[src/rtl/gera_seq_pkg.sv]
// Shared definitions for the serial sequence generator and its analyser bench.
// Latency: n/a (types and constants only).
// Backpressure: n/a.
package gera_seq_pkg;

  // Width of the state encoding, shared with the analyser testbench.
  localparam int STATE_W = 2;

  // Generator states; S_PAR is only entered when the parity option is built in.
  typedef enum logic [STATE_W-1:0] {
    S_IDLE  = 2'd0,
    S_SHIFT = 2'd1,
    S_PAR   = 2'd2,
    S_GAP   = 2'd3
  } state_t;

endpackage

[src/rtl/gera_seq_shreg.sv]
// Parallel-load / shift-left register, MSB out.
// Latency: loaded value visible one edge after i_load; one bit per i_shift.
// Backpressure: none; load wins over shift.
module gera_seq_shreg #(
  parameter int WIDTH = 8
) (
  input  logic             ck,
  input  logic             rst,
  input  logic             i_load,
  input  logic             i_shift,
  input  logic [WIDTH-1:0] i_dat,
  output logic             o_msb
);

  logic [WIDTH-1:0] r_q;

  // Load a new word, or move every bit one place towards the MSB.
  always_ff @(posedge ck or negedge rst) begin
    if (!rst) begin
      r_q <= '0;
    end else if (i_load) begin
      r_q <= i_dat;
    end else if (i_shift) begin
      r_q <= {r_q[WIDTH-2:0], 1'b0};
    end
  end

  assign o_msb = r_q[WIDTH-1];

endmodule

[src/rtl/gera_seq.sv]
// Serial sequence generator: sends a captured pattern MSB first, reps times, GAP idle cycles apart.
// Latency: first bit on w one edge after start is accepted; done one cycle after the last bit.
// Backpressure: none; start is ignored while busy. Option macro: GERA_SEQ_PARITY_EN (adds a parity bit per copy).
module gera_seq
  import gera_seq_pkg::*;
#(
  parameter int WIDTH = 8,
  parameter int REP_W = 4,
  parameter int GAP   = 2
) (
  input  logic             ck,
  input  logic             rst,
  input  logic             start,
  input  logic [WIDTH-1:0] pattern,
  input  logic [REP_W-1:0] reps,
  output logic             w,
  output logic             w_vld,
  output logic             busy,
  output logic             done
);

  localparam int BIT_W = $clog2(WIDTH);
  localparam int GAP_W = (GAP > 1) ? $clog2(GAP) : 1;

  state_t           r_state, w_nxt_state;
  logic [WIDTH-1:0] r_pat, w_nxt_pat;
  logic [BIT_W-1:0] r_bit, w_nxt_bit;
  logic [REP_W-1:0] r_rep, w_nxt_rep;
  logic [GAP_W-1:0] r_gap, w_nxt_gap;
  logic             r_w, r_vld, r_busy, r_done;
  logic             w_nxt_w, w_nxt_vld, w_nxt_busy, w_nxt_done;
  logic             w_load, w_shift, w_end, w_new;
  logic [WIDTH-1:0] w_src;
  logic             w_sh_msb;

  // The shift register holds only the bits still to be sent; the bit on the
  // wire lives in r_w, so a load stores the source word already shifted once.
  gera_seq_shreg #(.WIDTH(WIDTH)) u_shreg (
    .ck      (ck),
    .rst     (rst),
    .i_load  (w_load),
    .i_shift (w_shift),
    .i_dat   ({w_src[WIDTH-2:0], 1'b0}),
    .o_msb   (w_sh_msb)
  );

  // State register plus all counters and registered outputs.
  always_ff @(posedge ck or negedge rst) begin
    if (!rst) begin
      r_state <= S_IDLE;
      r_pat   <= '0;
      r_bit   <= '0;
      r_rep   <= '0;
      r_gap   <= '0;
      r_w     <= 1'b0;
      r_vld   <= 1'b0;
      r_busy  <= 1'b0;
      r_done  <= 1'b0;
    end else begin
      r_state <= w_nxt_state;
      r_pat   <= w_nxt_pat;
      r_bit   <= w_nxt_bit;
      r_rep   <= w_nxt_rep;
      r_gap   <= w_nxt_gap;
      r_w     <= w_nxt_w;
      r_vld   <= w_nxt_vld;
      r_busy  <= w_nxt_busy;
      r_done  <= w_nxt_done;
    end
  end

  // Next state and next output values; copy-end and copy-start are shared
  // by several states, so they are raised as flags and resolved after the case.
  always_comb begin
    w_nxt_state = r_state;
    w_nxt_pat   = r_pat;
    w_nxt_bit   = r_bit;
    w_nxt_rep   = r_rep;
    w_nxt_gap   = r_gap;
    w_nxt_w     = 1'b0;
    w_nxt_vld   = 1'b0;
    w_nxt_busy  = r_busy;
    w_nxt_done  = 1'b0;
    w_load      = 1'b0;
    w_shift     = 1'b0;
    w_src       = r_pat;
    w_end       = 1'b0;
    w_new       = 1'b0;
    case (r_state)
      S_IDLE: begin
        w_nxt_busy = 1'b0;
        if (start) begin
          w_nxt_pat = pattern;
          w_nxt_rep = reps;
          w_load    = 1'b1;
          w_src     = pattern;
          if (reps == '0) begin
            w_nxt_done = 1'b1;
          end else begin
            w_nxt_state = S_SHIFT;
            w_nxt_busy  = 1'b1;
            w_nxt_bit   = BIT_W'(WIDTH - 1);
            w_nxt_w     = pattern[WIDTH-1];
            w_nxt_vld   = 1'b1;
          end
        end
      end
      S_SHIFT: begin
        if (r_bit != '0) begin
          w_shift   = 1'b1;
          w_nxt_bit = r_bit - BIT_W'(1);
          w_nxt_w   = w_sh_msb;
          w_nxt_vld = 1'b1;
        end else begin
`ifdef GERA_SEQ_PARITY_EN
          w_nxt_state = S_PAR;
          w_nxt_w     = ^r_pat;
          w_nxt_vld   = 1'b1;
`else
          w_end = 1'b1;
`endif
        end
      end
`ifdef GERA_SEQ_PARITY_EN
      S_PAR: begin
        w_end = 1'b1;
      end
`endif
      S_GAP: begin
        if (r_gap == '0) begin
          w_new = 1'b1;
        end else begin
          w_nxt_gap = r_gap - GAP_W'(1);
        end
      end
      default: begin
        w_nxt_state = S_IDLE;
        w_nxt_busy  = 1'b0;
      end
    endcase

    // Last bit of a copy: gap, immediate next copy, or finish.
    if (w_end) begin
      if (r_rep > REP_W'(1)) begin
        if (GAP > 0) begin
          w_nxt_state = S_GAP;
          w_nxt_gap   = GAP_W'(GAP - 1);
        end else begin
          w_new = 1'b1;
        end
      end else begin
        w_nxt_state = S_IDLE;
        w_nxt_busy  = 1'b0;
        w_nxt_done  = 1'b1;
      end
    end

    // Start of a repeated copy: reload from the captured pattern.
    if (w_new) begin
      w_nxt_state = S_SHIFT;
      w_load      = 1'b1;
      w_src       = r_pat;
      w_nxt_rep   = r_rep - REP_W'(1);
      w_nxt_bit   = BIT_W'(WIDTH - 1);
      w_nxt_w     = r_pat[WIDTH-1];
      w_nxt_vld   = 1'b1;
    end
  end

  assign w     = r_w;
  assign w_vld = r_vld;
  assign busy  = r_busy;
  assign done  = r_done;

endmodule

[config.mk]
export PLATFORM = sky130hd
export DESIGN_NAME = gera_seq
export DESIGN_NICKNAME = d
export VERILOG_FILES = /design/src/rtl/gera_seq_pkg.sv /design/src/rtl/gera_seq_shreg.sv /design/src/rtl/gera_seq.sv
export SDC_FILE = /design/constraint.sdc
export NUM_CORES = 1
export LEC_CHECK = 0
export ABC_AREA = 1
export CAP_MARGIN = 20
export CORE_MARGIN = 5
export CORE_UTILIZATION = 30
export DETAILED_ROUTE_END_ITERATION = 10
export RECOVER_POWER = 25
export SLEW_MARGIN = 5
export SYNTH_ARGS = -nofsm -noshare
export SYNTH_HDL_FRONTEND = slang
export SYNTH_HIERARCHICAL = 1
export SYNTH_SLANG_ARGS = --single-unit
[constraint.sdc]
create_clock -name ck -period 1.88 [get_ports ck]
set_clock_uncertainty 0.2 [all_clocks]
set_input_delay 0.376 -clock ck [delete_from_list [all_inputs] [get_ports ck]]
set_output_delay 0.376 -clock ck [all_outputs]
set_load 0.02 [all_outputs]
==> metrics <==
commonest register cell after synthesis sky130_fd_sc_hd__dfrtp_1; Post-Synthesis Cells 190; PD cells between 1500 and 2000 nW/um^2; count of clock tree sinks 30; post-CTS sizing 0; class of the most critical hold timing path reg2reg; Startpoint Class register; top cell type's share of synthesized area 0.500; total standard cell area after synthesis 1500 sq um; clock root buffer sky130_fd_sc_hd__clkbuf_8; clock tree from TritonCTS yes; instance count after placement with tap cells included 277; Crit Path Category reg2out; cell with the most instances after synthesis sky130_fd_sc_hd__nand2_1; maximum number of pins on one net before global-route repair 31; Post-synth EDFFs 0; final standard cell count with taps included and fillers excluded 283; clock-pin slew on the worst setup and hold paths 0.06 ns; RD Place Congestion 0.805; Rows 25; final cycle utilization of the critical path 0.955; number of buffer and inverter stages on the critical path 1; final hold viol count 0; number of buffers added to fix hold violations after cts 0; Largest stage delay, worst path 0.60 ns; Async SR Flop Fraction 1.00; minimum period implied by the final worst setup slack about 1.8 ns; post-detailed-route wirelength per cell approximately 11 microns; Crit path arrival time 1.22 ns; Setup Slack @ Placement -0.0286 ns; cell at the slowest stage of the critical path sky130_fd_sc_hd__clkdlybuf4s50_1; smallest setup slack after layout 0.0852 ns; all-layer global routing usage 0.110; setup_tns 0 ns; Total Nets Final 236; Clock Path Buffers 2; cell family with most CP delay buffers and inverters; clock latency on the worst-skew pair 0.27 ns; flops & latches, synth 30; initial antenna violation count 0; number of buffers inserted during clock tree synthesis 5; area growth from synthesis to layout 23.8%; endpoint required time on the critical path roughly 1.3 ns; setup violators final 0; mean cell area of the mapped netlist between 7 and 8 sq um; fraction of layout instances using a drive strength above 1 0.102; Ant. Diodes 0; global-route wire length before repair approximately 5.6 mm; total count of max-transition violations in the final report 0; DRT antenna net count 0; DIE AREA around 6500 sq um; number of warnings printed during yosys synthesis 6; portion of the post-synthesis area used by sequential elements 0.500; worst max-slew margin expressed relative to the limit 0.498; final design area excluding fillers 1860 sq um; Initial Utilization 0.314; routed vias 1,224; Post-DP Area 1780 sq um; max-cap viol count 0; status complete, no violations; leakage power total 0.976 nW; I/O Buffers 18; distinct cell type count of the synthesized netlist 23; setup fix buffers added after clock tree synthesis 0; Mapped Nets 209; setup slack of the most critical reg-to-reg path 0.23 ns; Remaining DRCs 0; detailed router's first-iteration violation count 56; cell type contributing the most total cell area after synthesis sky130_fd_sc_hd__dfrtp_1; number of detailed-route iterations in the first pass 4; sum of overflow across all layers after global routing 0; core area about 4800 sq um; RSZ-0062 raised after global routing false; maximum fanout count along the critical path 2; maximum level of the CTS H-tree 2; Detailed Route WL 3.07 mm; top post-synthesis cells by count 87 x sky130_fd_sc_hd__nand2_1, 30 x sky130_fd_sc_hd__dfrtp_1, 23 x sky130_fd_sc_hd__nand3_1, 13 x sky130_fd_sc_hd__inv_1, 8 x sky130_fd_sc_hd__nor2_1; Fmax 557 MHz; actual slew at the worst max-slew pin 0.752 ns; capturing element type of the critical path output port; leading post-synthesis cells by cell area sky130_fd_sc_hd__dfrtp_1 50%, sky130_fd_sc_hd__nand2_1 22%, sky130_fd_sc_hd__nand3_1 7.7%; y dimension of the die 80.8 microns; number of placed I/O pins 19; critical path, cell by cell clkdlybuf4s50_1; placed wire-length estimate after detailed placement 2.29 mm; number of global-route vias before repair 1,283; width of the die 80.8 microns; worst vdd rail ir drop 0.497 mV; post-DR vias/cell roughly 4.3
power by group:
| part | switching [mW] | internal, mW | total (mW) |
|---|---|---|---|
| Combinational | 0.853 | 0.527 | 1.38 |
| Clock | 0.226 | 0.282 | 0.507 |
| Sequential | 0.171 | 0.945 | 1.12 |
metal layers:
layer | vias to the layer above | share of wire | track usage | routed length (microns)
li1 | 640 | - | - | -
met5 | - | 0 | 0 | 0
met1 | 558 | 0.48 | 0.142 | 1480
met3 | 4 | 0.039 | 0.0299 | 120
met2 | 22 | 0.47 | 0.181 | 1440
met4 | 0 | 0.013 | 0.0304 | 39
path summary, 6_finish.rpt:
kind,cells past startpoint,from,to
max,1,busy,busy
min,2,r_pat[0],r_pat[0]
max reg2reg,9,r_bit[0],r_bit[0]
min reg2reg,2,r_pat[0],r_pat[0]
max in group asynchronous,2,rst,r_pat[4]
min in group asynchronous,2,rst,r_bit[0]
kinds of logic after synthesis:
kind of cell	after synthesis	synth area share
adder cells (fa/ha/maj)	4	0.0333
buffers and inverters	19	0.0583
AO/OA/AOI/OAI	7	0.0275
other	1	0.00250
flip-flops	30	0.500
XOR/XNOR	2	0.0117
AND/OR/NAND/NOR	127	0.367
cells in the final DEF (no fill, tap or decap), types with 2 or more instances in the layout:
master                            instances
sky130_fd_sc_hd__nand2_1                 87
sky130_fd_sc_hd__dfrtp_1                 30
sky130_fd_sc_hd__nand3_1                 23
sky130_fd_sc_hd__clkdlybuf4s50_1         17
sky130_fd_sc_hd__inv_1                   13
sky130_fd_sc_hd__nor2_1                   8
sky130_fd_sc_hd__clkbuf_8                 6
sky130_fd_sc_hd__buf_4                    5
sky130_fd_sc_hd__o21ai_0                  4
sky130_fd_sc_hd__ha_1                     4
sky130_fd_sc_hd__nor2_2                   3
sky130_fd_sc_hd__nand2_2                  2
sky130_fd_sc_hd__inv_2                    2
worst register-to-register path: stages, from the launching register on:
cell and delay, ns:
sky130_fd_sc_hd__dfrtp_1 0.37, sky130_fd_sc_hd__inv_1 0.10, sky130_fd_sc_hd__ha_1 0.16, sky130_fd_sc_hd__nand2_1 0.08, sky130_fd_sc_hd__nand2_2 0.12, sky130_fd_sc_hd__inv_2 0.13, sky130_fd_sc_hd__nor2_2 0.19, sky130_fd_sc_hd__nand2_4 0.08
sky130_fd_sc_hd__nand2_1 0.07, sky130_fd_sc_hd__nand2_1 0.05
flip-flops by register name, summed over array words and instances, names as in the netlist, 2 cells and up:
register and cells:
r_state 2, r_pat 8, r_bit 3, r_rep 4, u_shreg/r_q 8
layout make-up:
type / instances / area, sq um
Clock buffer: 6 / 82.6
Multi-Input combinational cell: 141 / 664
Timing Repair Buffer: 24 / 223
Tap cell: 67 / 83.8
Inverter: 15 / 56.3
Sequential cell: 30 / 751
Fill cell: 498 / 2930
through the flow:
step                 util  hold slack [ns]  power [mW]
finish              0.389            0.272        3.00
CTS                 0.389            0.276        3.03
floorplan               -           -0.120        2.16
detailed placement  0.372            0.261        2.51
global route        0.389            0.297        3.32
global placement    0.372            0.256        2.49
(Power assumes the default switching activity.)
